### config.mk
export PLATFORM = sky130hd
export DESIGN_NAME = icache_dm
export DESIGN_NICKNAME = d
export VERILOG_FILES = /design/src/rtl/icache_dm.sv
export SDC_FILE = /design/constraint.sdc
export NUM_CORES = 1
export LEC_CHECK = 0
export ABC_AREA = 1
export CORE_MARGIN = 2
export CORE_UTILIZATION = 55
export DETAILED_ROUTE_END_ITERATION = 16
export PLACE_DENSITY = 0.78
export SETUP_SLACK_MARGIN = 0.2
export SYNTH_ARGS = -nofsm -noshare
export SYNTH_HDL_FRONTEND = slang
export SYNTH_SLANG_ARGS = --single-unit
### constraint.sdc
create_clock -name CLK -period 9.4 [get_ports CLK]
set_clock_uncertainty 0.05 [all_clocks]
set_input_delay 1.88 -clock CLK [delete_from_list [all_inputs] [get_ports CLK]]
set_output_delay 1.88 -clock CLK [all_outputs]
set_load 0.02 [all_outputs]
### src/rtl/icache_dm.sv
// Direct-mapped, one-word-per-frame instruction cache.
// Hits are answered combinationally. A miss runs a blocking fill from the
// memory controller. Saturating hit and miss counters support performance
// reporting.
//
// Memory-side handshake: iREN is held high with a stable iaddr for the whole
// fill. The controller answers by dropping iwait; iload is valid only in the
// cycle where iREN==1 and iwait==0. That cycle writes the frame and returns
// the FSM to IDLE.
module icache_dm #(
    parameter int IDX_BITS = 4,
    parameter int CNT_W    = 32
) (
    input  logic             CLK,
    input  logic             nRST,
    input  logic             imemREN,
    input  logic [31:0]      imemaddr,
    output logic             ihit,
    output logic [31:0]      imemload,
    input  logic             flush,
    output logic             iREN,
    output logic [31:0]      iaddr,
    input  logic [31:0]      iload,
    input  logic             iwait,
    output logic [CNT_W-1:0] hit_count,
    output logic [CNT_W-1:0] miss_count
);

    localparam int NFRAMES = 1 << IDX_BITS;
    localparam int TAG_W   = 32 - IDX_BITS - 2;

    typedef enum logic {IDLE, FETCH} state_t;

    state_t                state_q;
    logic                  iren_q;
    logic [31:0]           iaddr_q;       // doubles as the latched miss address
    logic                  flush_pend_q;  // a flush arrived while the fill was in flight
    logic [NFRAMES-1:0]    valid_q;
    logic [NFRAMES-1:0]    valid_d;
    logic [TAG_W-1:0]      tag_q  [NFRAMES];
    logic [31:0]           data_q [NFRAMES];
    logic [CNT_W-1:0]      hit_cnt_q;
    logic [CNT_W-1:0]      miss_cnt_q;

    logic [TAG_W-1:0]      req_tag;
    logic [IDX_BITS-1:0]   req_idx;
    logic [TAG_W-1:0]      fill_tag;
    logic [IDX_BITS-1:0]   fill_idx;
    logic                  hit_raw;
    logic                  miss_start;
    logic                  fill_done;

    // Byte-offset bits of the fetch address carry no information.
    logic                  unused_addr_bits;
    assign unused_addr_bits = &{1'b0, imemaddr[1:0]};

    assign req_tag  = imemaddr[31:IDX_BITS+2];
    assign req_idx  = imemaddr[IDX_BITS+1:2];
    assign fill_tag = iaddr_q[31:IDX_BITS+2];
    assign fill_idx = iaddr_q[IDX_BITS+1:2];

    // A flush does not suppress the lookup itself, only the reported hit, so a
    // flushed hit neither starts a fill nor counts as a hit.
    assign hit_raw    = (state_q == IDLE) & imemREN & valid_q[req_idx] &
                        (tag_q[req_idx] == req_tag);
    assign miss_start = (state_q == IDLE) & imemREN & ~hit_raw;
    assign fill_done  = (state_q == FETCH) & ~iwait;

    assign ihit       = hit_raw & ~flush;
    assign imemload   = ihit ? data_q[req_idx] : 32'h0;
    assign iREN       = iren_q;
    assign iaddr      = iaddr_q;
    assign hit_count  = hit_cnt_q;
    assign miss_count = miss_cnt_q;

    // Fill FSM: latches the miss address and holds the memory request until iwait drops.
    always_ff @(posedge CLK or negedge nRST) begin
        if (!nRST) begin
            state_q      <= IDLE;
            iren_q       <= 1'b0;
            iaddr_q      <= 32'h0;
            flush_pend_q <= 1'b0;
        end else begin
            case (state_q)
                IDLE: begin
                    flush_pend_q <= 1'b0;
                    if (miss_start) begin
                        state_q <= FETCH;
                        iren_q  <= 1'b1;
                        iaddr_q <= {imemaddr[31:2], 2'b00};
                    end
                end
                FETCH: begin
                    if (flush) begin
                        flush_pend_q <= 1'b1;
                    end
                    if (!iwait) begin
                        state_q      <= IDLE;
                        iren_q       <= 1'b0;
                        flush_pend_q <= 1'b0;
                    end
                end
                default: begin
                    state_q <= IDLE;
                    iren_q  <= 1'b0;
                end
            endcase
        end
    end

    // Next valid vector: flush clears everything, and a fill that saw a flush lands invalid.
    always_comb begin
        valid_d = valid_q;
        if (flush) begin
            valid_d = '0;
        end
        if (fill_done) begin
            valid_d[fill_idx] = ~(flush | flush_pend_q);
        end
    end

    // Valid bits are the only part of the frame store that is reset.
    always_ff @(posedge CLK or negedge nRST) begin
        if (!nRST) begin
            valid_q <= '0;
        end else begin
            valid_q <= valid_d;
        end
    end

    // Tag and data arrays: written only on fill completion, never reset.
    always_ff @(posedge CLK) begin
        if (fill_done) begin
            tag_q[fill_idx]  <= fill_tag;
            data_q[fill_idx] <= iload;
        end
    end

    // Saturating performance counters.
    always_ff @(posedge CLK or negedge nRST) begin
        if (!nRST) begin
            hit_cnt_q  <= '0;
            miss_cnt_q <= '0;
        end else begin
            if (ihit && (hit_cnt_q != {CNT_W{1'b1}})) begin
                hit_cnt_q <= hit_cnt_q + {{(CNT_W-1){1'b0}}, 1'b1};
            end
            if (miss_start && (miss_cnt_q != {CNT_W{1'b1}})) begin
                miss_cnt_q <= miss_cnt_q + {{(CNT_W-1){1'b0}}, 1'b1};
            end
        end
    end

endmodule

---- Yosys cells after proc, flatten, opt, wreduce, memory -nomap -nowiden ----
Memory sizes are Yosys's and may differ from the RTL's.
Index checks and enable logic that the tools add are counted.
cells by class
  $add $sub $neg .......................... 2
  $lt $le $gt $ge ......................... 3
  equal/unequal tests ..................... 6
  multiplexer cells ....................... 19
  bitwise logic cells ..................... 12
  reduce and logical (&&, ||, !) cells .... 5
operator list
  kind                     number
  $add A32 B1 Y32 const B  2
  $ne A32 B32 Y1 const B   2
  $mux W16                 2
  $mux W32                 1
  $eq A26 B26 Y1           1
  $bwmux W16               1
  $lt A4 B5 Y1 const B     2
  $mux W1                  10
  $and A1 B1 Y1            6
  $pmux W1 S2              3
  $not A1 Y1               5
  $bmux W1 S4              1
  $demux W1 S4             1
  $ge A4 B1 Y1 const B     1
  $ne A2 B2 Y1 const B     2
  $reduce_and A2 Y1        2
  $logic_and A1 B1 Y1      3
  $ne A3 B3 Y1 const B     1
  $or A1 B1 Y1             1
storage, ports and cells
  flip-flop bits (word level) ............. 113
  bits in writable memories ............... 928
  memories kept ........................... 2
memories
  memory  words  bits a word  read ports  clocked after memory_dff  write ports  line  RTL
  data_q  16     32           1           0                         1            41    logic [31:0] data_q [NFRAMES];
  tag_q   16     26           1           0                         1            40    logic [TAG_W-1:0] tag_q [NFRAMES];

---- Depth between registers and ports, before layout ----
  depth in word-level cells ............... 8
  depth in mapped cells ................... 20

---- Worst setup path after synthesis ----
Ideal clock, no wire load.
  path kind ............................... input to register
  start ................................... in iwait
  end ..................................... mem data_q[1][0], enable pin
  library setup time ...................... 0.624 ns
  arrival time ............................ 7.828 ns
  data required time ...................... 8.726 ns
  slack ................................... 0.898 ns
  stages on the path ...................... 3
  cell sequence ........................... nor2_1 inv_1 nor4_1
between the ends
  longest elaborated chain between the ends .. 4
RTL lines
  item                           line  RTL
  start: declaration             24    input logic iwait,
  $not A1 Y1                     67    assign fill_done = (state_q == FETCH) & ~iwait;
  $and A1 B1 Y1                  67
  $mux W1                        133   if (fill_done) begin
  $mux W1 (implied by the code)  135   data_q[fill_idx] <= iload;
  end: declaration               41
Every way passes these cells.

---- Worst setup path after layout ----
  start ................................... in imemaddr[2]
  end ..................................... out imemload[3]
between the ends
  longest elaborated chain between the ends .. 6
  elaborated cells between the ends (all ways) .. 9
  those cells by class .................... 1 x eq/ne; 3 x mux; 3 x bitwise; 2 x memory
RTL lines
  item                                                     line  RTL
  start: declaration                                       17    input logic [31:0] imemaddr,
  branches (longest 5 deep; another with $mem_v2 Z16 W26)  n/a
  $mux W32 *                                               70    assign imemload = ihit ? data_q[req_idx] : 32'h0;
  end: declaration                                         19    output logic [31:0] imemload,
Mark *: on every way between the ends. The select of a mux whose other input is x is not followed.

==> reports/results.env <==
CRITICAL_PATH.TOP_DELAY_FAMILY='buffers and inverters'
DIE-HEIGHT_MICRONS=287
NUM_ROWS=103
MAX_FREQ_GHz=0.119
SYNTH_WARNINGS=0
NUMBER_OF_VIAS_AFTER_DETAILED_ROUTING=31080
FF_LATCH_COUNT_SYNTH=1041
CRITICAL_PATH.CELL_CHAIN='buf_8 > inv_8 > buf_4 > nand2_1 > nand2_1 > nand2_1 > nand3_1 > nand3_1 > nand3_1 > nand2_1 > nor2_1 > nand2_1 > nor2_1 > nand2_1 > nor3_4 > inv_2 > a21oi_1 > clkdlybuf4s50_1'
WIRE_LENGTH_OF_THE_FIRST_GLOBAL_ROUTING_PASS_MM=173
KIND_OF_CRITICAL_PATH='in2out'
STATIC-LEAKAGE-POWER_uW=0.0187
POST-ROUTE-UTIL_PCT=63.2
CP.BUFFERS_INVERTERS=5
POSTROUTEWIRELENGTH_MM=114
HTREEDEPTH=3
FILLER_CELL_COUNT=5868
FINISH.NET_COUNT=4138
GR-TOTAL-OVERFLOW=0
NETLIST_INSTANCES=3952
P_PER_AREA_nW_PER_UM2=203
CRITPATHREQUIREDTIME_NS=7.47
DETAIL_ROUTE.VIAS_PER_CELL=5.97
WORST_SKEW_PAIR.LATE_LATENCY_NS=0.67
WORST_SLEW_MARGIN_REL_PCT=12.2
TOTALNEGATIVESETUPSLACK_NS=0
SYNTH_LARGEST_AREA_CELL='edfxtp_1'
UNREPAIRED_SETUP_ENDPOINTS_AFTER_GLOBAL_ROUTING='false'
WORST_HOLD_PATH_TYPE='reg2reg'
GRT_MAX_DEGREE=164
CRIT_PATH_END_KIND='primary output'
LAYOUT-AREA-OVERHEAD-VS-SYNTH_PCT=13.6
CTS_RESIZED=0
DIE_FOOTPRINT_SQ_UM=82200
POWER_uW=10200
COUNT_OF_NETS_LEFT_WITH_ANTENNA_VIOLATIONS_AFTER_DETAIL_ROUTING=0
SYNTH_AREA_PER_CELL_SQ_UM=11.1
NUM_IO_PINS=199
CP-START-KIND='primary input'
START_UTIL_PCT=55.7
LAYOUT_SETUP_WS_NS=1.02
CRITICAL-PATH-TOP-CELL-BY-COUNT='nand2_1'
TRACK_USAGE_PCT=27.4
SYNTH_TOP_AREA_SHARE_PCT=63.4
IO_PORT_BUFS=194
MAX_SLEW.WORST_PIN.SLEW_NS=1.31
PLACEDINSTANCEAREA_SQ_UM=46700
CRIT_FANOUT=147
YOSYS-TOP-CELLS-AREA='edfxtp_1, nand2_1, dfrtp_1, nand3_1, a21oi_1'
CAP_VIOLATIONS=0
CLKSINKCOUNT=1041
FINALWEIGHTEDCONGESTION=0.898
FIN_CRIT_SH_PCT=89.1
CTS.REPORTEDPATHS.CLKPINSLEW_NS=0.06
SYNTH-ASYNC-RESET-RATIO_PCT=10.9
DRC=0
WL_PER_CELL_MICRONS=21.9
CTS_SETUP_BUFFERS=0
VIA_COUNT_OF_THE_FIRST_GLOBAL_ROUTING_PASS=29715
POSTLAYOUTCELLAREA_SQ_UM=50000
SLEW_VIOL_FINAL=0
PERIOD_MINUS_SLACK_NS=8.38
SYNTH-EDFF-COUNT=928
DETAILEDROUTE.FIRSTPASSITERATIONCOUNT=8
ARRIVAL_NS=6.45
SYN_AREA_SQ_UM=44000
SYNTH.YOSYS.SEQ_AREA_SHARE_PCT=69.8
OUTCOME='finished, final reports clean'
ANTENNA_FOUND_INITIAL=5
TRITONCTS_CLOCK_TREE='yes'
DRT_FIRST_ITER_VIOLATIONS=3845
FINAL_LAYOUT_SIZE_SUFFIX_GT1_SHARE_PCT=5.90
WORST_PATH_MAX_DELAY_CELL='clkdlybuf4s50_1'
TRITONCTS.NUM_BUFFERS=100
PLACE_HPWL_MM=59.4
DIE_WIDTH_MICRONS=287
DP_WORST_SETUP_SLACK_NS=1.18
SETUP_VIOL=0
NUMBER_OF_UNIQUE_STANDARD_CELL_TYPES_USED_BY_SYNTHESIS=37
NUMBER_OF_BUFFERS_ON_THE_LONGEST_CLOCK_PATH=3
IR_WORST_VDD_uV=181
CLOCK_TREE.ROOT_CELL='clkbuf_16'
CTS_HOLD_REPAIR.BUFFERS=0
FINALHOLDVIOLATIONS=0
FLOORPLAN.CORE_AREA_SQ_UM=79000
SLOWEST_DELAY_NS=0.69
SYNTH-MAIN-FF-CELL='edfxtp_1'
[placed cells by master (no fill, tap or decap), types with 112 or more instances in the layout]
master,Yosys,routed
nand2_1,1168,1167
edfxtp_1,928,928
nand3_1,308,308
a21oi_1,260,260
inv_1,240,228
nor2_1,209,205
clkdlybuf4s50_1,0,189
o21ai_0,134,134
dfrtp_1,113,113
a221oi_1,112,112
[kinds of logic (layout without fill, tap and decap cells)]
family / Yosys count / in the layout / share of synthesized area (%)
adder cells (fa/ha/maj): 2 / 2 / 0.0569
buffers and inverters: 480 / 682 / 4.43
AND/OR/NAND/NOR: 1834 / 1834 / 17.4
flip-flops: 1041 / 1041 / 69.8
other: 1 / 4 / 0.00853
XOR/XNOR: 39 / 39 / 0.777
AO/OA/AOI/OAI: 555 / 555 / 7.55
[worst paths after layout]
check	startpoint	endpoint	slack (ns)	depth (start not counted)
max	imemaddr[2]	imemload[3]	1.02	18
min	iREN	iREN	0.45	2
max reg2reg	hit_count[1]	hit_count[25]	5.48	15
min reg2reg	iREN	iREN	0.45	2
max in group asynchronous	nRST	valid_q[8]	6.71	2
min in group asynchronous	nRST	hit_count[21]	1.32	1
[report_power, final]
group	leakage, uW	internal (uW)	switching, uW	total, uW
sequential	0.00991	5270	158	5420
clock	0.00160	2220	1720	3940
combinational	0.00716	242	557	799
[flip-flops by register name, indices dropped and copies added (netlist names)]
name	count
iREN	1
hit_count	32
iaddr	30
state_q	1
flush_pend_q	1
miss_count	32
data_q	512
tag_q	416
valid_q	16
[synthesized netlist by cell type (64+ instances only)]
cell / instances
o21ai_0: 134
nand3_1: 308
edfxtp_1: 928
dfrtp_1: 113
nand4_1: 97
nand2_1: 1168
a21oi_1: 260
inv_1: 240
a221oi_1: 112
buf_2: 64
nor2_1: 209
clkbuf_1: 133
[area by class of cell]
type | instances | area [sq um] | area share, %
multi-input combinational | 2432 | 11400 | 22.7
clock inverter | 64 | 559 | 1.12
timing repair buffer | 247 | 2400 | 4.80
inverter | 245 | 957 | 1.92
tap | 1050 | 1310 | 2.63
clock buffer | 126 | 2670 | 5.34
sequential | 1041 | 30700 | 61.4
antenna | 2 | 5.00 | 0.0100
[through the flow]
stage / cells / hold WS [ns]
2_1_floorplan: 3953 / 0.428
3_3_place_gp: 5015 / 0.422
3_5_place_dp: 5015 / 0.430
4_1_cts: 5205 / 0.449
5_1_grt: 5207 / 0.477
6_report: 5207 / 0.453
[layer usage]
layer / vias to the layer above / global-route usage [%] / part of all wire [%]
met1: 15035 / 37.1 / 38
met5: - / 0 / 0.041
li1: 14106 / - / -
met3: 262 / 4.34 / 9.5
met4: 6 / 9.44 / 3.0
met2: 1671 / 45.6 / 49
[worst min-delay path: cells and delay by family (launching register included)]
family	cells	cell delay [ns]
flip-flops	1	0.36
AND/OR/NAND/NOR	2	0.11
No activity file was read; power rests on OpenSTA's default activity.
